<file path="src/rtl/mem_burst_ctrl.sv">
// Burst memory controller: accepts read/write burst commands and runs one
// handshaked memory access per beat. Optional MEM_BURST_CHECKSUM_EN adds a running XOR checksum.
module mem_burst_ctrl #(
   parameter int WIDTH = 32,
   parameter int DEPTH = 256,
   parameter int ADDR  = 8
) (
   input  logic             clk,
   input  logic             rst,
   input  logic             cmd_valid,
   output logic             cmd_ready,
   input  logic             cmd_wr,
   input  logic [ADDR-1:0]  cmd_addr,
   input  logic [ADDR:0]    cmd_len,
   input  logic             wd_valid,
   input  logic [WIDTH-1:0] wd_data,
   output logic             wd_ready,
   output logic             m_valid,
   output logic             m_wrbar,
   output logic [ADDR-1:0]  m_addr,
   output logic [WIDTH-1:0] m_wdata,
   input  logic [WIDTH-1:0] m_rdata,
   input  logic             m_ready,
   output logic             rd_valid,
   output logic [WIDTH-1:0] rd_data,
   output logic             done,
   output logic             err,
   output logic [WIDTH-1:0] csum
);

   localparam int LEN_W = ADDR + 1;

   typedef enum logic [1:0] {IDLE, FETCH, REQ, DONE} state_t;

   state_t           state, state_nxt;
   logic [ADDR-1:0]  addr_q;
   logic [LEN_W-1:0] len_q;
   logic [LEN_W-1:0] beat_q;
   logic             op_q;

   logic legal, accept, beat_hs, wd_hs, last_beat;

   assign legal     = (cmd_len != '0) && (cmd_len <= LEN_W'(DEPTH));
   assign accept    = cmd_valid && cmd_ready;
   assign beat_hs   = m_valid && m_ready;
   assign wd_hs     = wd_valid && wd_ready;
   assign last_beat = (beat_q + LEN_W'(1)) == len_q;

   // NOTE: sequential state uses non-blocking assignments so every register
   // samples the pre-edge values of its peers.
   always_ff @(posedge clk or negedge rst) begin
      if (!rst) state <= IDLE;
      else      state <= state_nxt;
   end

   // NOTE: next state defaults to the current state so no path infers a latch.
   always_comb begin
      state_nxt = state;
      case (state)
         IDLE:  if (accept && legal) state_nxt = cmd_wr ? FETCH : REQ;
         FETCH: if (wd_valid)        state_nxt = REQ;
         REQ: begin
            if (beat_hs) begin
               if (last_beat) state_nxt = DONE;
               else           state_nxt = op_q ? FETCH : REQ;
            end
         end
         DONE:    state_nxt = IDLE;
         default: state_nxt = IDLE;
      endcase
   end

   // cmd_ready is gated by rst so it reads 0 while reset is held.
   always_comb begin
      cmd_ready = 1'b0;
      wd_ready  = 1'b0;
      case (state)
         IDLE:    cmd_ready = rst;
         FETCH:   wd_ready  = 1'b1;
         default: ;
      endcase
   end

   always_ff @(posedge clk or negedge rst) begin
      if (!rst) begin
         addr_q   <= '0;
         len_q    <= '0;
         beat_q   <= '0;
         op_q     <= 1'b0;
         m_valid  <= 1'b0;
         m_wrbar  <= 1'b0;
         m_addr   <= '0;
         m_wdata  <= '0;
         rd_valid <= 1'b0;
         rd_data  <= '0;
         done     <= 1'b0;
         err      <= 1'b0;
      end else begin
         done     <= (state == DONE);
         err      <= accept && !legal;
         rd_valid <= beat_hs && !op_q;
         if (beat_hs && !op_q) rd_data <= m_rdata;

         if (accept && legal) begin
            addr_q <= cmd_addr;
            len_q  <= cmd_len;
            op_q   <= cmd_wr;
            beat_q <= '0;
         end

         if (wd_hs) m_wdata <= wd_data;

         // Request is raised one cycle after entering REQ, which also gives the
         // idle gap between consecutive read beats; fields then hold until m_ready.
         if (state == REQ && !m_valid) begin
            m_valid <= 1'b1;
            m_wrbar <= op_q;
            m_addr  <= addr_q + beat_q[ADDR-1:0];
         end else if (beat_hs) begin
            m_valid <= 1'b0;
            beat_q  <= beat_q + LEN_W'(1);
         end
      end
   end

`ifdef MEM_BURST_CHECKSUM_EN
   logic [WIDTH-1:0] csum_q;

   always_ff @(posedge clk or negedge rst) begin
      if (!rst)                  csum_q <= '0;
      else if (accept)           csum_q <= '0;
      else if (wd_hs)            csum_q <= csum_q ^ wd_data;
      else if (beat_hs && !op_q) csum_q <= csum_q ^ m_rdata;
   end

   assign csum = csum_q;
`else
   assign csum = '0;
`endif

endmodule

</file>
<file path="config.mk">
export PLATFORM = sky130hd
export DESIGN_NAME = mem_burst_ctrl
export DESIGN_NICKNAME = d
export VERILOG_FILES = /design/src/rtl/mem_burst_ctrl.sv
export SDC_FILE = /design/constraint.sdc
export NUM_CORES = 1
export LEC_CHECK = 0
export BUFFER_PORTS_ARGS = -buffer_cell sky130_fd_sc_hd__buf_2
export CAP_MARGIN = 10
export CORE_UTILIZATION = 49
export DETAILED_ROUTE_END_ITERATION = 7
export PLACE_DENSITY = 0.81
export SYNTH_ARGS = -nofsm -noshare
export SYNTH_HDL_FRONTEND = slang
export SYNTH_SLANG_ARGS = --single-unit
</file>
<file path="constraint.sdc">
create_clock -name clk -period 2.2 [get_ports clk]
set_input_delay 0.44 -clock clk [delete_from_list [all_inputs] [get_ports clk]]
set_output_delay 0.44 -clock clk [all_outputs]
set_load 0.02 [all_outputs]
</file>
==> results of run 1 <==
==> critical path: cells and delay by family, from the launching register on <==
| family | cells | cell delay, ns |
|---|---|---|
| DFF | 1 | 0.46 |
| and+or+nand+nor | 3 | 0.71 |
| adders and majority gates | 1 | 0.36 |
| AOI/OAI and AO/OA | 2 | 0.28 |
| xor gates and xnor gates | 1 | 0.11 |
==> state kept, by name, indices dropped and copies added (netlist names) <==
register / count
addr_q: 8
beat_q: 9
done: 1
err: 1
len_q: 9
m_addr: 8
m_valid: 1
m_wdata: 32
m_wrbar: 1
op_q: 1
rd_data: 32
rd_valid: 1
state: 2
==> how the worst max path moves through the flow <==
| stage | startpoint | end | slack [ns] | depth (start not counted) |
|---|---|---|---|---|
| finish | beat_q[1]$_DFF_PN0_ | state[0]$_DFFE_PN0P_ | 0.20 | 7 |
| global route | beat_q[1]$_DFF_PN0_ | m_addr[7]$_DFFE_PN0P_ | 0.05 | 7 |
| CTS | beat_q[1]$_DFF_PN0_ | state[0]$_DFFE_PN0P_ | 0.02 | 7 |
| detailed placement | cmd_len[5] | addr_q[6]$_DFFE_PN0P_ | -0.02 | 6 |
| global placement | cmd_len[5] | addr_q[7]$_DFFE_PN0P_ | -0.003 | 6 |
| floorplan | cmd_len[5] | addr_q[0]$_DFFE_PN0P_ | 0.13 | 5 |
==> metal layers <==
metal	global-route usage	vias to the layer above	part of all wire
met4	0.0780	0	0.016
li1	-	1651	-
met2	0.327	163	0.50
met1	0.240	1671	0.43
met5	0	-	0
met3	0.0431	16	0.057
==> metrics by stage <==
step                      std cells   util  setup WS (ns)  hold WS (ns)
after detailed placement        688  0.599        -0.0155         0.466
final                           704  0.622          0.199         0.203
after CTS                       704  0.621         0.0197         0.226
after global routing            704  0.622         0.0506         0.256
after global placement          688  0.599       -0.00252         0.461
after floorplan                 423      -          0.134         0.144
==> cells in the final DEF (no fill, tap or decap), types with 4 or more instances in the layout <==
master	count
buf_2	164
dfrtp_1	105
mux2_2	68
conb_1	32
nand2_1	22
o21ai_0	22
nor2_1	13
buf_4	13
mux2_4	10
clkbuf_8	10
inv_1	9
a21oi_1	8
xnor2_1	7
ha_1	7
nand3_1	6
xor2_1	6
nor2b_1	5
mux2_1	5
and2_1	4
==> layout make-up <==
type | instances | area (µm²)
Fill cell | 794 | 3690
Sequential cell | 106 | 2650
Multi-Input combinational cell | 261 | 2060
Timing Repair Buffer | 179 | 958
Tap cell | 133 | 166
Clock buffer | 10 | 138
Clock inverter | 6 | 72.6
Inverter | 9 | 33.8
==> power groups by stage <==
stage | combinational (mW) | sequential, mW | clock (mW)
5_1_grt | 3.95 | 3.48 | 1.36
2_1_floorplan | 1.71 | 4.14 | 0
6_report | 3.65 | 3.36 | 1.26
3_5_place_dp | 3.68 | 3.39 | 0
4_1_cts | 3.68 | 3.36 | 1.30
3_3_place_gp | 3.56 | 3.32 | 0
==> cells by family after synthesis <==
kind of cell               count (synthesis)  share of synthesized area
DFF                                      106                      0.538
and+or+nand+nor                           72                     0.0776
buffers and inverters                     56                     0.0715
other                                      1                   0.000760
adders and majority gates                  9                     0.0243
AOI/OAI and AO/OA                         51                     0.0662
xor gates and xnor gates                  13                     0.0231
muxes                                     84                      0.199
==> results_dict.tcl, run 1 <==
set metrics [dict create \
    placementRows 36 \
    cts_buffers 9 \
    place.port_buffers 165 \
    firstDrtPassIters 5 \
    clock_latency_ns 0.37 \
    yosysTopAreaCell "dfrtp_1" \
    finalMaxSlewViolations 0 \
    net-switching-power_mw 3.23 \
    die_y_um 102 \
    vias 3501 \
    vias_per_cell 4.97 \
    clk_pin_slew_ns 0.10 \
    clock_power_share 0.152 \
    worstSetupPathType "reg2reg" \
    rrSetupSlack_ns 0.20 \
    combPwrFrac 0.442 \
    status "complete, no violations" \
    power_mw 8.26 \
    synth_area_um2 4930 \
    switching_share 0.392 \
    fmax_mhz 500 \
    die_x_um 102 \
    path_cells "ha_2 -> xnor2_1 -> o311ai_0 -> nand4b_1 -> nor4_2 -> nand4_1 -> o211ai_1" \
    setup_violations 0 \
    synth_top_flop_cell "dfrtp_1" \
    floorplan.initialDensity 0.505 \
    ys_ff_latch 106 \
    reg2regPathDepth 7 \
    ctsResizeCount 0 \
    core_um2 9770 \
    end_kind "register" \
    ctsRootBufferMaster "clkbuf_8" \
    hold_viol_final 0 \
    setup_tns_ns 0 \
    grt_pass1_vias 3428 \
    pwr-share-seq 0.406 \
    crit_required_ns 2.48 \
    io_pins 198 \
    slowest_delay_ns 0.46 \
    yosysWarnings 0 \
    maxCapViolCount 0 \
    p_per_area_nw_per_um2 1360 \
    cts_hold_buffers 0 \
    synthTopCellsByArea "dfrtp_1 (54%), mux2_2 (16%), buf_4 (4.9%), mux2_4 (3.0%), o21ai_0 (2.2%)" \
    p_leak_nw 3.04 \
    synth_enable_flop_cells 0 \
    tritoncts "done" \
    postCtsSetupBuffers 0 \
    place_area_um2 5860 \
    rr_startpoint "beat_q[1]$_DFF_PN0_" \
    r2r_end "state[0]$_DFFE_PN0P_" \
    drt_first_iter_violations 184 \
    syn_to_final_growth_pct 23.2 \
    avgSynthCellArea_um2 12.6 \
    worstSetupStartpointType "register" \
    htree_levels 3 \
    antenna_left 0 \
    num-nets-final 662 \
    totalWireLength_um 10100 \
    yosys-top-cells-count "dfrtp_1 (106), mux2_2 (68), buf_4 (32)" \
    finalCritPeriodShare 0.909 \
    drive_above_1_share 0.499 \
    synth_top_area_frac 0.538 \
    synth_async_sr_flop_share 1.00 \
    cts_num_sinks 106 \
    die_area_um2 10500 \
    grt_setup_unrepaired "false" \
    skew_ns 0.0158 \
    track_usage 0.193 \
    ir_worst_vdd_v 0.000909 \
    hold_path_class "in2async" \
    antenna_found_initial 0 \
    yosysSeqAreaShare 0.538 \
    gp_congestion 0.952 \
    diodes 0 \
    wl_per_cell_um 14.4 \
    overflow 0 \
    grt_max_degree 55 \
    synth.distinct_cells 54 \
    final_area_um2 6080 \
    worstPathMaxFanout 7 \
    power.internal_mw 5.03 \
    period_needed_ns 2.00 \
    drc 0 \
    synthCells 392 \
    cp.arrival_ns 2.28 \
    worst_slew_pin_slew_ns 0.662 \
    grt_pass1_wl_um 15700 \
    cts_buffer_depth 2 \
    hpwl_um 7770 \
    slew_headroom 0.559 \
    cpMaxStageDelayCell "dfrtp_2" \
    yosysMostFrequentCell "dfrtp_1" \
]
No activity file was read; power rests on OpenSTA's default activity.
==> run 2: changes to the inputs <==
--- a/config.mk
+++ b/config.mk
@@ -9,7 +9,7 @@
 export CAP_MARGIN = 10
 export CORE_UTILIZATION = 49
 export DETAILED_ROUTE_END_ITERATION = 7
-export PLACE_DENSITY = 0.81
+export PLACE_DENSITY = 0.88
 export SYNTH_ARGS = -nofsm -noshare
 export SYNTH_HDL_FRONTEND = slang
 export SYNTH_SLANG_ARGS = --single-unit
==> constraint.sdc (replaced) <==
create_clock -name clk -period 2 [get_ports clk]
set_input_delay 0.4 -clock clk [delete_from_list [all_inputs] [get_ports clk]]
set_output_delay 0.4 -clock clk [all_outputs]
set_load 0.01 [all_outputs]
==> run 2 against run 1 <==
  * First-iteration DRC count fell by 43%
  * Register-to-register slack got worse by 0.14 ns
  * Combinational power fell by 4%
  * Worst setup slack got worse by 0.14 ns
  * Wire length rose by 2.1%
  * Clock skew fell by 0.0040 ns
  * Hold slack got worse by 0.083 ns
  * Sequential share of layout area fell by 0.92 points
  * Sequential cell count did not move
  * Utilization rose by 1.3 points
  * Global-route usage rose by 0.52 points
  * Critical endpoint unchanged
  * Highest routed layer unchanged
==> results_dict.tcl, run 2 (same netlist as run 1, synthesis figures left out) <==
set metrics [dict create \
    status "complete, no violations" \
    antenna_left 0 \
    syn_to_final_growth_pct 25.9 \
    drt_first_iter_violations 104 \
    cts_num_sinks 106 \
    num-nets-final 676 \
    fmax_mhz 516 \
    placementRows 36 \
    drc 0 \
    wl_per_cell_um 14.4 \
    cts_hold_buffers 0 \
    reg_top3 "m_wdata: 32 flops, rd_data: 32 flops" \
    finalCritPeriodShare 0.969 \
    hold_path_class "in2async" \
    io_pins 198 \
    firstDrtPassIters 4 \
    cts_buffers 9 \
    grt_pass1_vias 3279 \
    placed_cells 701 \
    die_area_um2 10500 \
    maxCapViolCount 0 \
    fillers 780 \
    mostFrequentLayoutCells "buf_2 (164), dfrtp_1 (105), mux2_2 (68), conb_1 (32), buf_4 (26)" \
    overflow 0 \
    setup_violations 0 \
    hpwl_um 7960 \
    vias_per_cell 4.95 \
    grt_pass1_wl_um 15800 \
    clock_latency_ns 0.37 \
    place.port_buffers 165 \
    slew_headroom 0.485 \
    cp.arrival_ns 2.21 \
    worstSetupStartpointType "register" \
    worst_hold_slack_ns 0.120 \
    skew_ns 0.0118 \
    worstSetupPathType "reg2reg" \
    tritoncts "done" \
    end_kind "register" \
    grt_max_degree 64 \
    vias 3551 \
    post-route-util 0.636 \
    diodes 0 \
    ctsRootBufferMaster "clkbuf_8" \
    worstPathMaxFanout 6 \
    core_um2 9770 \
    cts_buffer_depth 2 \
    drive_above_1_share 0.518 \
    die_y_um 102 \
    gp_congestion 0.898 \
    stdcell_count 718 \
    finalMaxSlewViolations 0 \
    hold_viol_final 0 \
    ir_worst_vdd_v 0.000663 \
    grt_setup_unrepaired "false" \
    period_needed_ns 1.94 \
    final_common_cell "buf_2" \
    floorplan.initialDensity 0.505 \
    track_usage 0.199 \
    worst_slew_pin_slew_ns 0.772 \
    die_x_um 102 \
    power_mw 8.52 \
    clk_pin_slew_ns 0.10 \
    p_leak_nw 3.13 \
    crit_required_ns 2.27 \
    antenna_found_initial 0 \
    totalWireLength_um 10400 \
    fin_ws_ns 0.0615 \
    p_per_area_nw_per_um2 1370 \
    htree_levels 3 \
    dpl_worst_slack_ns -0.204 \
]
==> run 2: routing by layer <==
layer / vias up / part of all wire / routed length, µm / GRT usage
li1: 1677 / - / - / -
met1: 1717 / 0.41 / 4280 / 0.247
met2: 141 / 0.51 / 5280 / 0.338
met3: 16 / 0.062 / 639 / 0.0492
met4: 0 / 0.015 / 159 / 0.0681
met5: - / 0 / 0 / 0
==> run 2: path summary, 6_finish.rpt <==
check | depth (start not counted) | slack, ns | endpoint | start
min in group clk | 2 | 0.25 | m_valid$_DFFE_PN0P_ | m_ready
hold / removal | 2 | 0.12 | len_q[2]$_DFFE_PN0P_ | rst
setup / recovery | 7 | 0.06 | state[0]$_DFFE_PN0P_ | beat_q[0]$_DFF_PN0_
hold reg to reg | 2 | 0.48 | m_addr[5]$_DFFE_PN0P_ | m_addr[5]$_DFFE_PN0P_
setup reg to reg | 7 | 0.06 | state[0]$_DFFE_PN0P_ | beat_q[0]$_DFF_PN0_
max in group asynchronous | 3 | 0.70 | len_q[7]$_DFFE_PN0P_ | rst
==> run 2: stage by stage <==
step           cell area, µm²  TNS [ns]
3_3_place_gp             5970     -3.37
5_1_grt                  6210         0
6_report                 6210         0
2_1_floorplan            5050    -0.370
4_1_cts                  6180         0
3_5_place_dp             5970     -4.55
==> run 2: worst max-delay path, stage by stage (launching register included) <==
cell and delay, ns:
dfrtp_1 0.41, buf_4 0.16, and4_1 0.22, a22oi_1 0.10, a311o_1 0.35, nor4_2 0.34
nand4_1 0.15, o211ai_1 0.13
==> run 2: layout make-up <==
cell class	instances	area, µm²	share of cell area
clock inverters	6	72.6	0.0117
flip-flops and latches	106	2650	0.427
clock buffers	10	128	0.0205
repair buffers	193	1080	0.173
inverters	9	33.8	0.00544
well taps	133	166	0.0268
multi-input cells	261	2080	0.335
==> run 2: timing repair <==
| item | in CTS | in global routing |
|---|---|---|
| gates resized for setup | 2 | 8 |
| setup endpoints to repair | 2 | 3 |
| pin swaps | 1 | 1 |
| setup buffers | 0 | 1 |
==> run 2: power by group <==
group	leakage, nW	switching [mW]	internal [mW]
clock network	0.0975	0.735	0.593
registers	1.31	0.574	3.10
logic	1.72	1.65	1.86
total	3.13	2.96	5.56
==> run 3: changes to the inputs <==
--- a/config.mk
+++ b/config.mk
@@ -8,8 +8,9 @@
 export BUFFER_PORTS_ARGS = -buffer_cell sky130_fd_sc_hd__buf_2
 export CAP_MARGIN = 10
 export CORE_UTILIZATION = 49
+export CTS_BUF_LIST = sky130_fd_sc_hd__clkbuf_8 sky130_fd_sc_hd__clkbuf_16
 export DETAILED_ROUTE_END_ITERATION = 7
-export PLACE_DENSITY = 0.88
+export PLACE_DENSITY = 0.93
 export SYNTH_ARGS = -nofsm -noshare
 export SYNTH_HDL_FRONTEND = slang
 export SYNTH_SLANG_ARGS = --single-unit
==> run 3 against run 2 <==
  * Via count grew 3.7%
  * Sequential cell count did not move
  * Cell count rose by 0.56%
  * Sequential share of layout area is 0.40 points lower
  * Total power rose by 2.0%
  * Combinational power up 6.3%
  * Maximum frequency down 2.4%
  * Clock-buffer cell count unchanged
  * Critical path type unchanged
  * Largest cell class unchanged
  * Highest routed layer unchanged
==> results_dict.tcl, run 3 (same netlist as run 1, synthesis figures left out) <==
set metrics [dict create \
    rrSetupSlack_ns 0.01 \
    end_kind "register" \
    drt_first_iter_violations 236 \
    worstSetupPathType "reg2reg" \
    drc 0 \
    gp_congestion 0.862 \
    mostFrequentLayoutCells "buf_2 (164), dfrtp_1 (104), mux2_2 (68), conb_1 (32), buf_4 (29)" \
    r2r_end "m_addr[7]$_DFFE_PN0P_" \
    power.internal_mw 5.59 \
    crit_start "beat_q[1]$_DFF_PN0_" \
    die_area_um2 10500 \
    ir_worst_vdd_v 0.000785 \
    worstSetupStartpointType "register" \
    finalMaxSlewViolations 0 \
    worst_slew_pin_slew_ns 0.745 \
    drive_above_1_share 0.530 \
    clk_pin_slew_ns 0.11 \
    totalWireLength_um 10700 \
    slew_headroom 0.503 \
    top_layer "met4" \
    maxCapViolCount 0 \
    fmax_mhz 504 \
    skew_ns 0.0151 \
    overflow 0 \
    grt_max_degree 61 \
    firstDrtPassIters 4 \
    cts_buffer_depth 2 \
    grt_setup_unrepaired "true" \
    htree_levels 3 \
    vias_per_cell 5.10 \
    wl_per_cell_um 14.8 \
    final_area_um2 6270 \
    switching_share 0.356 \
    finalCritPeriodShare 0.993 \
    status "complete, no violations" \
    num-nets-final 680 \
    met1Wirelength_um 4250 \
    place_area_um2 5980 \
    floorplan.initialDensity 0.505 \
    rr_startpoint "beat_q[1]$_DFF_PN0_" \
    syn_to_final_growth_pct 27.1 \
    cts_num_sinks 106 \
    ctsRootBufferMaster "clkbuf_8" \
    track_usage 0.205 \
    setup_violations 0 \
    antenna_left 0 \
    combPwrFrac 0.430 \
    tritoncts "done" \
    p_per_area_nw_per_um2 1380 \
    p_leak_nw 3.16 \
    clock_power_share 0.144 \
    cp.arrival_ns 2.23 \
    place.port_buffers 165 \
    diodes 0 \
    clock_latency_ns 0.36 \
    core_um2 9770 \
    net-switching-power_mw 3.09 \
    hold_viol_final 0 \
    wl_met3_um 603 \
    vias 3681 \
    placementRows 36 \
    worstPathMaxFanout 4 \
    reg_top3 "m_wdata: 32 flops, rd_data: 32 flops" \
    io_pins 198 \
    antenna_found_initial 0 \
    crit_required_ns 2.25 \
    cp-endpoint "m_addr[7]$_DFFE_PN0P_" \
    pwr-share-seq 0.426 \
    grt_pass1_vias 3567 \
    period_needed_ns 1.99 \
    dr_wl_met2_um 5610 \
    hold_path_class "in2async" \
    hpwl_um 7990 \
    cts_buffers 9 \
    die_y_um 102 \
    setup_tns_ns 0 \
    die_x_um 102 \
    reg2regPathDepth 8 \
    cts_hold_buffers 0 \
    grt_pass1_wl_um 16500 \
    final_common_cell "buf_2" \
    worst_hold_slack_ns 0.193 \
]
-- run 3: cell types whose count changed in the layout (fill, tap and decap cells not counted), sizes merged --
cell / delta
buf: +4
bufinv: -1
clkinv: +2
clkinvlp: -1
-- run 3: per-stage QoR --
step                std cells  total power [mW]   util  setup slack, ns
floorplan                 423              5.85      -          -0.0264
global placement          702              7.02  0.612           -0.162
detailed placement        702              7.27  0.612           -0.213
CTS                       718              8.52  0.631          0.00499
global route              722              9.29  0.642          -0.0715
finish                    722              8.68  0.642           0.0144
-- run 3: area by class of cell --
type	count	area [µm²]
well taps	133	166
clock buffers	10	138
clock inverters	6	48.8
flip-flops and latches	106	2660
multi-input cells	261	2120
inverters	9	33.8
fillers	748	3500
repair buffers	197	1110
-- run 3: what timing repair did --
action / 4_1_cts / 5_1_grt
pin swaps: 1 / 12
setup buffers: 0 / 4
resized for setup: 0 / 17
setup endpoints to repair: 2 / 4
-- run 3: per-layer routing --
metal,vias up,track usage
met5,-,0
met4,0,0.0835
met3,25,0.0410
met2,175,0.365
met1,1789,0.242
li1,1692,-
-- run 3: how the worst min path moves through the flow --
stage                                startpoint                       to  slack, ns  cells past startpoint
after detailed placement  m_addr[3]$_DFFE_PN0P_    m_addr[3]$_DFFE_PN0P_       0.47                      2
final                                       rst  m_wdata[16]$_DFFE_PN0P_       0.19                      2
after CTS                                   rst  m_wdata[16]$_DFFE_PN0P_       0.21                      2
after floorplan                             rst    addr_q[0]$_DFFE_PN0P_       0.10                      0
after global placement    m_addr[5]$_DFFE_PN0P_    m_addr[5]$_DFFE_PN0P_       0.46                      2
after global routing                m_rdata[13]  rd_data[13]$_DFFE_PN0P_       0.24                      2
-- run 3: power groups by stage --
stage	clock network, mW	logic, mW	registers (mW)
2_1_floorplan	0	1.86	3.99
3_3_place_gp	0	3.38	3.65
3_5_place_dp	0	3.56	3.71
4_1_cts	1.28	3.56	3.69
5_1_grt	1.36	4.10	3.83
6_report	1.25	3.73	3.70
-- run 3: worst max-delay path, cell delays in order, from the launching register on --
cell and delay (ns):
dfrtp_2 0.46, buf_6 0.13, ha_4 0.20, a21oi_2 0.13, nor2b_1 0.07, o31a_1 0.32
o41ai_2 0.33, xnor2_1 0.16, o21ai_1 0.08
